**config.mk**
```make
export PLATFORM = sky130hd
export DESIGN_NAME = au_encode_stream
export DESIGN_NICKNAME = d
export VERILOG_FILES = /design/src/rtl/au_pkg.sv /design/src/rtl/au_encode_prio.sv /design/src/rtl/au_encode_stream.sv
export SDC_FILE = /design/constraint.sdc
export NUM_CORES = 1
export LEC_CHECK = 0
export ABC_AREA = 0
export CORE_UTILIZATION = 50
export DETAILED_ROUTE_END_ITERATION = 8
export HOLD_SLACK_MARGIN = 0.12
export PLACE_DENSITY = 0.82
export SLEW_MARGIN = 10
export SYNTH_ARGS = -nofsm -noshare
export SYNTH_HDL_FRONTEND = slang
export SYNTH_SLANG_ARGS = --single-unit
```
**constraint.sdc**
```tcl
create_clock -name clk -period 3.1 [get_ports clk]
set_input_delay 0.62 -clock clk [delete_from_list [all_inputs] [get_ports clk]]
set_output_delay 0.62 -clock clk [all_outputs]
set_load 0.01 [all_outputs]
```
**src/rtl/au_pkg.sv**
```systemverilog
// Shared types and helpers for the arithmetic-unit bit-scan stage.
package au_pkg;

    typedef enum logic {
        StIdle,
        StScan
    } au_state_e;

    // Index width for a vector of v bits; never narrower than one bit.
    function automatic int unsigned clogb2(input int unsigned v);
        int unsigned r;
        r = 0;
        for (int i = 0; i < 32; i++) begin
            if (longint'(v) > (longint'(1) << i)) begin
                r = i + 1;
            end
        end
        return (r == 0) ? 1 : r;
    endfunction

endpackage

```
**src/rtl/au_encode_prio.sv**
```systemverilog
// Combinational priority encoder: selects the lowest (or highest) set bit and
// flags whether more than one bit remains set.
module au_encode_prio
    import au_pkg::*;
#(
    parameter int unsigned WIDTH     = 8,
    parameter bit          LSB_FIRST = 1'b1,
    localparam int unsigned IW       = clogb2(WIDTH)
) (
    input  logic [WIDTH-1:0] vec_i,
    output logic [IW-1:0]    idx_o,
    output logic             multi_o
);

    always_comb begin
        idx_o = '0;
        if (LSB_FIRST) begin
            // Later assignments win, so scanning downward leaves the lowest set bit.
            for (int i = int'(WIDTH) - 1; i >= 0; i--) begin
                if (vec_i[i]) begin
                    idx_o = IW'(i);
                end
            end
        end else begin
            for (int i = 0; i < int'(WIDTH); i++) begin
                if (vec_i[i]) begin
                    idx_o = IW'(i);
                end
            end
        end
    end

    // Clearing the lowest set bit leaves something only if two or more were set.
    assign multi_o = |(vec_i & (vec_i - WIDTH'(1)));

endmodule

```
**src/rtl/au_encode_stream.sv**
```systemverilog
// Streams the index of every set bit of an accepted vector, one per beat,
// with valid/ready on both sides and no bubble between back-to-back vectors.
module au_encode_stream
    import au_pkg::*;
#(
    parameter int unsigned WIDTH     = 8,
    parameter bit          LSB_FIRST = 1'b1,
    localparam int unsigned IW       = clogb2(WIDTH)
) (
    input  logic             clk,
    input  logic             rst,
    input  logic             in_valid,
    output logic             in_ready,
    input  logic [WIDTH-1:0] in_data,
    output logic             out_valid,
    input  logic             out_ready,
    output logic [IW-1:0]    out_idx,
    output logic             out_first,
    output logic             out_last,
    output logic             out_zero
);

    au_state_e        state_q, state_d;
    logic [WIDTH-1:0] residual_q, residual_d;
    logic             first_q, first_d;
    logic             zero_q, zero_d;

    logic [IW-1:0]    prio_idx;
    logic             prio_multi;
    logic             out_fire;
    logic             in_fire;

    au_encode_prio #(
        .WIDTH     (WIDTH),
        .LSB_FIRST (LSB_FIRST)
    ) u_prio (
        .vec_i   (residual_q),
        .idx_o   (prio_idx),
        .multi_o (prio_multi)
    );

    // Handshake outputs are masked while rst is high, even before the reset edge.
    always_comb begin
        out_valid = !rst && (state_q == StScan);
        out_idx   = out_valid ? prio_idx : '0;
        out_first = out_valid && first_q;
        out_zero  = out_valid && zero_q;
        out_last  = out_valid && !prio_multi;
        out_fire  = out_valid && out_ready;
        in_ready  = !rst && ((state_q == StIdle) || (out_fire && out_last));
        in_fire   = in_valid && in_ready;
    end

    always_comb begin
        state_d    = state_q;
        residual_d = residual_q;
        first_d    = first_q;
        zero_d     = zero_q;
        if (out_fire) begin
            residual_d = residual_q & ~(WIDTH'(1) << prio_idx);
            first_d    = 1'b0;
            if (out_last) begin
                state_d = StIdle;
            end
        end
        // A new vector overrides the final-beat bookkeeping of the previous one.
        if (in_fire) begin
            residual_d = in_data;
            first_d    = 1'b1;
            zero_d     = (in_data == '0);
            state_d    = StScan;
        end
    end

    always_ff @(posedge clk) begin
        if (rst) begin
            state_q    <= StIdle;
            residual_q <= '0;
            first_q    <= 1'b0;
            zero_q     <= 1'b0;
        end else begin
            state_q    <= state_d;
            residual_q <= residual_d;
            first_q    <= first_d;
            zero_q     <= zero_d;
        end
    end

endmodule

```
# Yosys cells after proc, flatten, opt, wreduce, memory -nomap -nowiden
# Index checks and enable logic that the tools add are counted.
# Widths: inputs -> output; s select.
[word_totals] out_inout_bits=8 register_bits=11
[op_classes] reduce_logical=16 bitwise=4 shifts=1 add_sub_neg=1 muxes=16
[op_table] operator="$mux 3" count=9
[op_table] operator="$and 8x8->8" count=2
[op_table] operator="$mux 8" count=2
[op_table] operator="$logic_and 1x1->1" count=8
[op_table] operator="$logic_not 8->1" count=1
[op_table] operator="$not 8->8" count=1
[op_table] operator="$reduce_or 8->1" count=1
[op_table] operator="$shl 1x3->8 const A" count=1
[op_table] operator="$sub 8x1->8 const B" count=1
[op_table] operator="$mux 1" count=5
[op_table] operator="$reduce_bool 2->1" count=2
[op_table] operator="$logic_not 1->1" count=2
[op_table] operator="$reduce_and 2->1" count=1
[op_table] operator="$logic_or 1x1->1" count=1
[op_table] operator="$not 1->1" count=1

# Longest topological paths before layout
# Gate-level depths: netlist of run 1.
[depth] depth_word=13 ltp_mapped=8 depth_no_buf=7

# Hierarchy
# A second synthesis of run 1 with hierarchy kept.
[unflattened] cells_unflattened=87 hier_area_um2=745.7
[modules_own_cells] mod="au_encode_stream" seq_area_each_um2=220.2 area_each_um2=618.1 n_inst=1 cells_per_inst=67
[modules_own_cells] mod="au_encode_prio" seq_area_each_um2=0.0 area_each_um2=127.6 n_inst=1 cells_per_inst=20

# Worst setup path before layout of run 1
# OpenSTA, ideal clock, no wires.
[synth_path] path_type="register to output" startpoint="register residual_q[2]" endpoint="output in_ready" setup_slack_ps=809 arrival_ps=1671 path_stages_with_launch=7 path_buffers=1 required_time_ps=2480 path_cell_list="dfxtp_1 -> buf_6 -> or4_4 -> a2111o_1 -> nand3_1 -> a31oi_1 -> nor2_1"
[synth_between] elab_chain_len=8
[synth_lines] element="start: declaration" line_no="au_encode_stream.sv:24" text="logic [WIDTH-1:0] residual_q, residual_d;"
[synth_lines] element="start signal: assignment" line_no="au_encode_stream.sv:83" text="residual_q <= residual_d;"
[synth_lines] element="$sub 8x1->8" line_no="au_encode_prio.sv:34" text="assign multi_o = |(vec_i & (vec_i - WIDTH'(1)));"
[synth_lines] element="$and 8x8->8 *" line_no="au_encode_prio.sv:34"
[synth_lines] element="$reduce_or 8->1 *" line_no="au_encode_prio.sv:34"
[synth_lines] element="$logic_not 1->1 *" line_no="au_encode_stream.sv:48" text="out_last = out_valid && !prio_multi;"
[synth_lines] element="$logic_and 1x1->1 *" line_no="au_encode_stream.sv:48"
[synth_lines] element="$logic_and 1x1->1 *" line_no="au_encode_stream.sv:50" text="in_ready = !rst && ((state_q == StIdle) || (out_fire && out_last));"
[synth_lines] element="$logic_or 1x1->1 *" line_no="au_encode_stream.sv:50"
[synth_lines] element="$logic_and 1x1->1 *" line_no="au_encode_stream.sv:50"
[synth_lines] element="end: declaration" line_no="au_encode_stream.sv:13" text="output logic in_ready,"
# Mark *: on every way between the ends. The rest lies on a longest branch, timed or not.

# Final worst setup path of run 1
[layout_path] startpoint="register residual_q[0]" endpoint="output out_last"
[layout_between] elab_chain_len=5
[layout_lines] element="$sub 8x1->8" line_no="au_encode_prio.sv:34"
[layout_lines] element="$and 8x8->8 *" line_no="au_encode_prio.sv:34"
[layout_lines] element="$reduce_or 8->1 *" line_no="au_encode_prio.sv:34"
[layout_lines] element="$logic_not 1->1 *" line_no="au_encode_stream.sv:48"
[layout_lines] element="$logic_and 1x1->1 *" line_no="au_encode_stream.sv:48"
[layout_lines] element="end: declaration" line_no="au_encode_stream.sv:19" text="output logic out_last,"
# Marked as above.

==> results of run 1 <==
## Yosys cell counts, drive strengths merged
master	instances
nand2b	3
nor4b	1
o31a	1
clkbuf	2
o31ai	2
or4	1
and2	4
a211o	1
nor2	9
and3	1
a311oi	1
nand3	2
inv	6
o21bai	1
o211ai	1
o41ai	6
a2111o	1
a2111oi	1
nand2	14
o21a	1
o21ai	3
or2	1
nand3b	1
a21oi	3
buf	2
a31oi	1
a211oi	1
or3	2
dfxtp	11
a31o	1
nor3	2
a22o	1
nor4	3
o311ai	2
## critical path, delay by kind of cell (launching register included)
family,cells,cell delay (ns)
buffers and inverters,1,0.53
flip-flops,1,0.36
AND/OR/NAND/NOR,4,1.20
## what timing repair did
| action | CTS | global route |
|---|---|---|
| pin swaps | 1 | 0 |
| endpoints found under the setup margin | 1 | 2 |
| gates cloned | 0 | 0 |
| gates resized for setup | 0 | 3 |
## metrics by stage
step           util, %  setup slack, ns
2_1_floorplan        -            0.809
3_3_place_gp      71.3            0.328
3_5_place_dp      71.3            0.287
4_1_cts           73.3           0.0316
5_1_grt           73.6           0.0214
6_report          73.6            0.120
## layout make-up
| type | count | area [um^2] |
|---|---|---|
| inverters | 6 | 22.5 |
| well taps | 15 | 18.8 |
| repair buffers | 24 | 230 |
| clock buffers | 4 | 26.3 |
| multi-input cells | 72 | 462 |
| fillers | 113 | 352 |
| flip-flops and latches | 11 | 223 |
## sequential cells by signal (all words and copies together), names as in the netlist
| register | cells |
|---|---|
| residual_q | 8 |
| first_q | 1 |
| state_q | 1 |
| zero_q | 1 |
## layer usage
| metal | global-route usage (%) | up-vias |
|---|---|---|
| li1 | - | 401 |
| met1 | 34.4 | 379 |
| met2 | 48.8 | 35 |
| met3 | 5.00 | 2 |
| met4 | 12.5 | 0 |
| met5 | 0 | - |
## power by group
group | internal [W] | switching, W | leakage [nW]
clock | 0.0000498 | 0.0000506 | 0.0150
combinational | 0.0000667 | 0.0000697 | 0.260
sequential | 0.000153 | 0.0000163 | 0.0915
total | 0.000270 | 0.000137 | 0.367
## kinds of logic after synthesis
kind of cell,synth area share (%)
AOI/OAI and AO/OA,32.7
buffers and inverters,7.15
DFF,30.0
and+or+nand+nor,30.2
## path summary, 6_finish.rpt
kind                               startpoint            end  slack [ns]  depth (start not counted)
worst max-delay path            residual_q[0]       out_last        0.12                          5
worst min-delay path                   zero_q         zero_q        0.47                          2
worst max register to register  residual_q[0]  residual_q[2]        0.72                          6
worst min register to register         zero_q         zero_q        0.47                          2
==> impl_metrics.csv, run 1 <==
group,metric,value,unit
floorplan,rows,13,
floorplan,dieArea,1630,um^2
power,ir_drop,256,uV
placed_design,post-place-cells,128,
clock_network,clockBufferDepth,2,
global_route,grt_overflow,0,
global_route,grt_pass1_wl,3060,um
cells_and_area,final_cell_mix,"18 x clkdlybuf4s50_1, 14 x nand2_1, 9 x nor2_1, 9 x dfxtp_1",
clock_network,cts_max_level,1,
clock_network,cts_tree,"done",
clock_network,clockRootBuffer,"clkbuf_4",
yosys,synth_warnings,0,
worst_setup_path,path_cells,"or4_4 -> or3_1 -> nand3_1 -> and3_1 -> clkdlybuf4s50_1",
floorplan,core,1330,um^2
worst_setup_path,endpoint_kind,"primary output",
drt,dr.pass1.iters,4,
worst_setup_path,required,2.48,ns
placed_design,gp_congestion,0.830,
timing,rsz0062_at_grt,"false",
drt,top_layer,"met4",
power,leakagePower,0.367,nW
timing,holdWs,0.474,ns
cells_and_area,antenna_cells,0,
placed_design,port_buffers,19,
global_route,grt_max_degree,15,
floorplan,ioPinCount,20,
floorplan,fp.dieW,40.3,um
yosys,syn_nets,105,
yosys,syn_area_per_cell,7.90,um^2
yosys,syn_inst,93,
yosys,ys_ff_latch,11,
worst_setup_path,slowest_stage,"or4_4",
cells_and_area,area_growth,33.7,%
drt,wl_met1,911,um
cells_and_area,drive_above_1_share,12.8,%
cells_and_area,final_common_cell,"clkdlybuf4s50_1",
cells_and_area,fin_nets,130,
timing,slew_viol_final,0,
yosys,synth_top_area_share,30.0,%
job,max_cap_viol_count,0,
timing,period_minus_slack,2.98,ns
clock_network,numCtsBuffers,3,
worst_setup_path,cp-start-kind,"register",
timing,slew_headroom,55.2,%
floorplan,initial_core_util,55.1,%
drt,wirelength,1940,um
floorplan,die-height,40.3,um
yosys,yosysSeqAreaShare,30.0,%
cells_and_area,final_cells,132,
timing,fmax,0.336,GHz
drt,route.detailed.drc,0,
worst_setup_path,arrival,2.36,ns
power,power_density,413,nW/um^2
hold_path,hold_class,"register to register",
cells_and_area,postLayoutCellArea,982,um^2
yosys,yosys.area.top_type,"dfxtp_1",
power,finalPower,0.000406,W
timing,period_share,96.1,%
timing,finClkSkew,0.00133,ns
clock_network,cts.sinks,11,
outcome,status,"finished, final reports clean",
drt,wl_per_cell,14.7,um
timing,worstMarginPinSlew,0.672,ns
placed_design,hpwl,1460,um
timing,hold_viol,0,
clock_network,clkTransAtPathRegs,0.07,ns
yosys,ys_top_cells_by_area,"dfxtp_1 30%, nand2_1 7.2%, o41ai_1 7.2%",
timing,final.setup.tns,0,ns
drt,drt_iter0_markers,40,
worst_setup_path,crit_type,"register to primary output",
drt,viasPerCell,6.19,
drt,drt.antenna.violating_nets,0,
clock_network,cts_setup_buffers,0,
global_route,track_usage,28.6,%
timing,setup_viol,0,
global_route,grt_pass1_vias,707,
drt,vias,817,
placed_design,placed_cell_area,951,um^2
worst_setup_path,critPathMaxFanout,8,
worst_setup_path,max_stage_delay,0.57,ns
yosys,syn_area,734,um^2
drt,met2_length,910,um
global_route,antenna_found_initial,0,
clock_network,holdBufCountCts,0,
drt,wl_met3,111,um
yosys,yosys.cell_types.count,35,
clock_network,worstSkewPairLatency,0.27,ns
(Power assumes the default switching activity.)
==> inputs of run 2 (changes only) <==
Settings changed: CORE_AREA from default to 2 2 39 41, CORE_UTILIZATION 50 to default, DIE_AREA from default to 0 0 41 43, DONT_BUFFER_PORTS from default to 1, PLACE_DENSITY 0.82 to 0.7.
==> impl_metrics.csv, run 2 (same netlist as run 1, synthesis figures left out) <==
group,metric,value,unit
timing,period_minus_slack,2.69,ns
timing,setup_viol,0,
worst_setup_path,reg2regPathDepth,6,
worst_setup_path,crit_type,"register to primary output",
power,finalPower,0.000371,W
timing,fmax,0.372,GHz
cells_and_area,final_common_cell,"nand2_1",
clock_network,post_cts_resized,0,
clock_network,clockBufferDepth,2,
hold_path,holdPathEnd,"residual_q[2]",
clock_network,holdBufCountCts,0,
job,max_cap_viol_count,0,
worst_setup_path,cpLargestDelayFamily,"simple AND/OR/NAND/NOR gates",
cells_and_area,area_growth,4.26,%
timing,finClkSkew,0.00397,ns
worst_setup_path,cp.buffers_inverters,0,
drt,drt.antenna.violating_nets,0,
global_route,top_usage_layer,"met2",
worst_setup_path,arrival,2.07,ns
floorplan,die-height,43,um
worst_setup_path,r2r_end,"residual_q[2]",
global_route,grt_pass1_vias,708,
power,leakagePower,0.269,nW
placed_design,port_buffers,0,
placed_design,gp_congestion,0.922,
drt,vias,719,
clock_network,cts_max_level,1,
worst_setup_path,max_stage_delay,0.59,ns
drt,route.detailed.drc,0,
global_route,grt_max_degree,20,
timing,hold_viol,0,
clock_network,numCtsBuffers,3,
timing,slew_viol_final,0,
floorplan,fp.dieW,41,um
floorplan,initial_core_util,53.1,%
placed_design,hpwl,1300,um
cells_and_area,top_register,"residual_q",
cells_and_area,final_cells,111,
global_route,grt_pass1_wl,2880,um
cells_and_area,antenna_cells,0,
clock_network,cts_tree,"done",
clock_network,clockRootBuffer,"clkbuf_4",
clock_network,cts.sinks,11,
clock_network,cts_setup_buffers,0,
worst_setup_path,required,2.48,ns
global_route,grt_overflow,0,
placed_design,post-place-cells,107,
power,power_density,484,nW/um^2
placed_design,post-place-ws,0.705,ns
global_route,antenna_found_initial,0,
drt,viasPerCell,6.48,
placed_design,placed_cell_area,739,um^2
floorplan,core,1380,um^2
floorplan,ioPinCount,20,
global_route,met3_usage,5.24,%
cells_and_area,drive_above_1_share,10.5,%
timing,worst_slack,0.412,ns
power,ir_drop,213,uV
worst_setup_path,cp-start-kind,"register",
hold_path,holdPathStages,1,
drt,wirelength,1710,um
hold_path,min_from,"rst",
worst_setup_path,path_cells,"or4_4 -> a2111o_1 -> nand3_1 -> a31oi_1 -> nor2_1",
worst_setup_path,endpoint_kind,"primary output",
floorplan,dieArea,1760,um^2
timing,final.setup.tns,0,ns
drt,drt_iter0_markers,31,
worst_setup_path,critPathMaxFanout,8,
outcome,status,"finished, final reports clean",
floorplan,rows,14,
timing,worstMarginPinSlew,0.623,ns
drt,dr.pass1.iters,4,
timing,rsz0062_at_grt,"false",
hold_path,hold_class,"input port to register",
timing,period_share,86.7,%
cells_and_area,final_cell_mix,"14 x nand2_1, 11 x dfxtp_1, 9 x nor2_1",
timing,slew_headroom,57.9,%
global_route,use_met1,28.9,%
worst_setup_path,r2r_setup_slack,0.93,ns
global_route,track_usage,24.5,%
clock_network,clkTransAtPathRegs,0.07,ns
worst_setup_path,rr_startpoint,"residual_q[0]",
clock_network,worstSkewPairLatency,0.27,ns
global_route,use_met2,38.4,%
cells_and_area,postLayoutCellArea,766,um^2
cells_and_area,largest_register_ffs,8,
cells_and_area,fin_nets,108,
worst_setup_path,slowest_stage,"or4_4",
drt,wl_per_cell,15.4,um
[run 2: routing by layer]
layer	share of wire [%]	wire (um)
met1	43	734
met2	47	802
met3	7.5	129
met4	2.7	46
met5	0	0
[run 2: area by class of cell]
type	count	area, um^2
fillers	127	618
multi-input cells	72	462
flip-flops and latches	11	220
clock buffers	4	26.3
inverters	6	22.5
well taps	16	20.0
repair buffers	2	15.0
[run 2: report_power, final]
group          switching (W)  internal [W]
Sequential         0.0000157      0.000153
Clock              0.0000483     0.0000499
Combinational      0.0000604     0.0000439
[run 2: how the worst max path moves through the flow]
stage	start	end	slack (ns)	cells after the start
5_1_grt	residual_q[0]	in_ready	0.28	5
6_report	residual_q[0]	in_ready	0.41	5
3_5_place_dp	residual_q[0]	in_ready	0.71	5
2_1_floorplan	residual_q[2]	in_ready	0.81	6
3_3_place_gp	residual_q[0]	in_ready	0.76	5
4_1_cts	residual_q[0]	in_ready	0.40	5
[run 2: metrics by stage]
stage	hold WS, ns	util (%)
3_3_place_gp	0.449	53.4
2_1_floorplan	0.440	-
4_1_cts	0.400	55.3
5_1_grt	0.390	55.3
3_5_place_dp	0.455	53.4
6_report	0.407	55.3
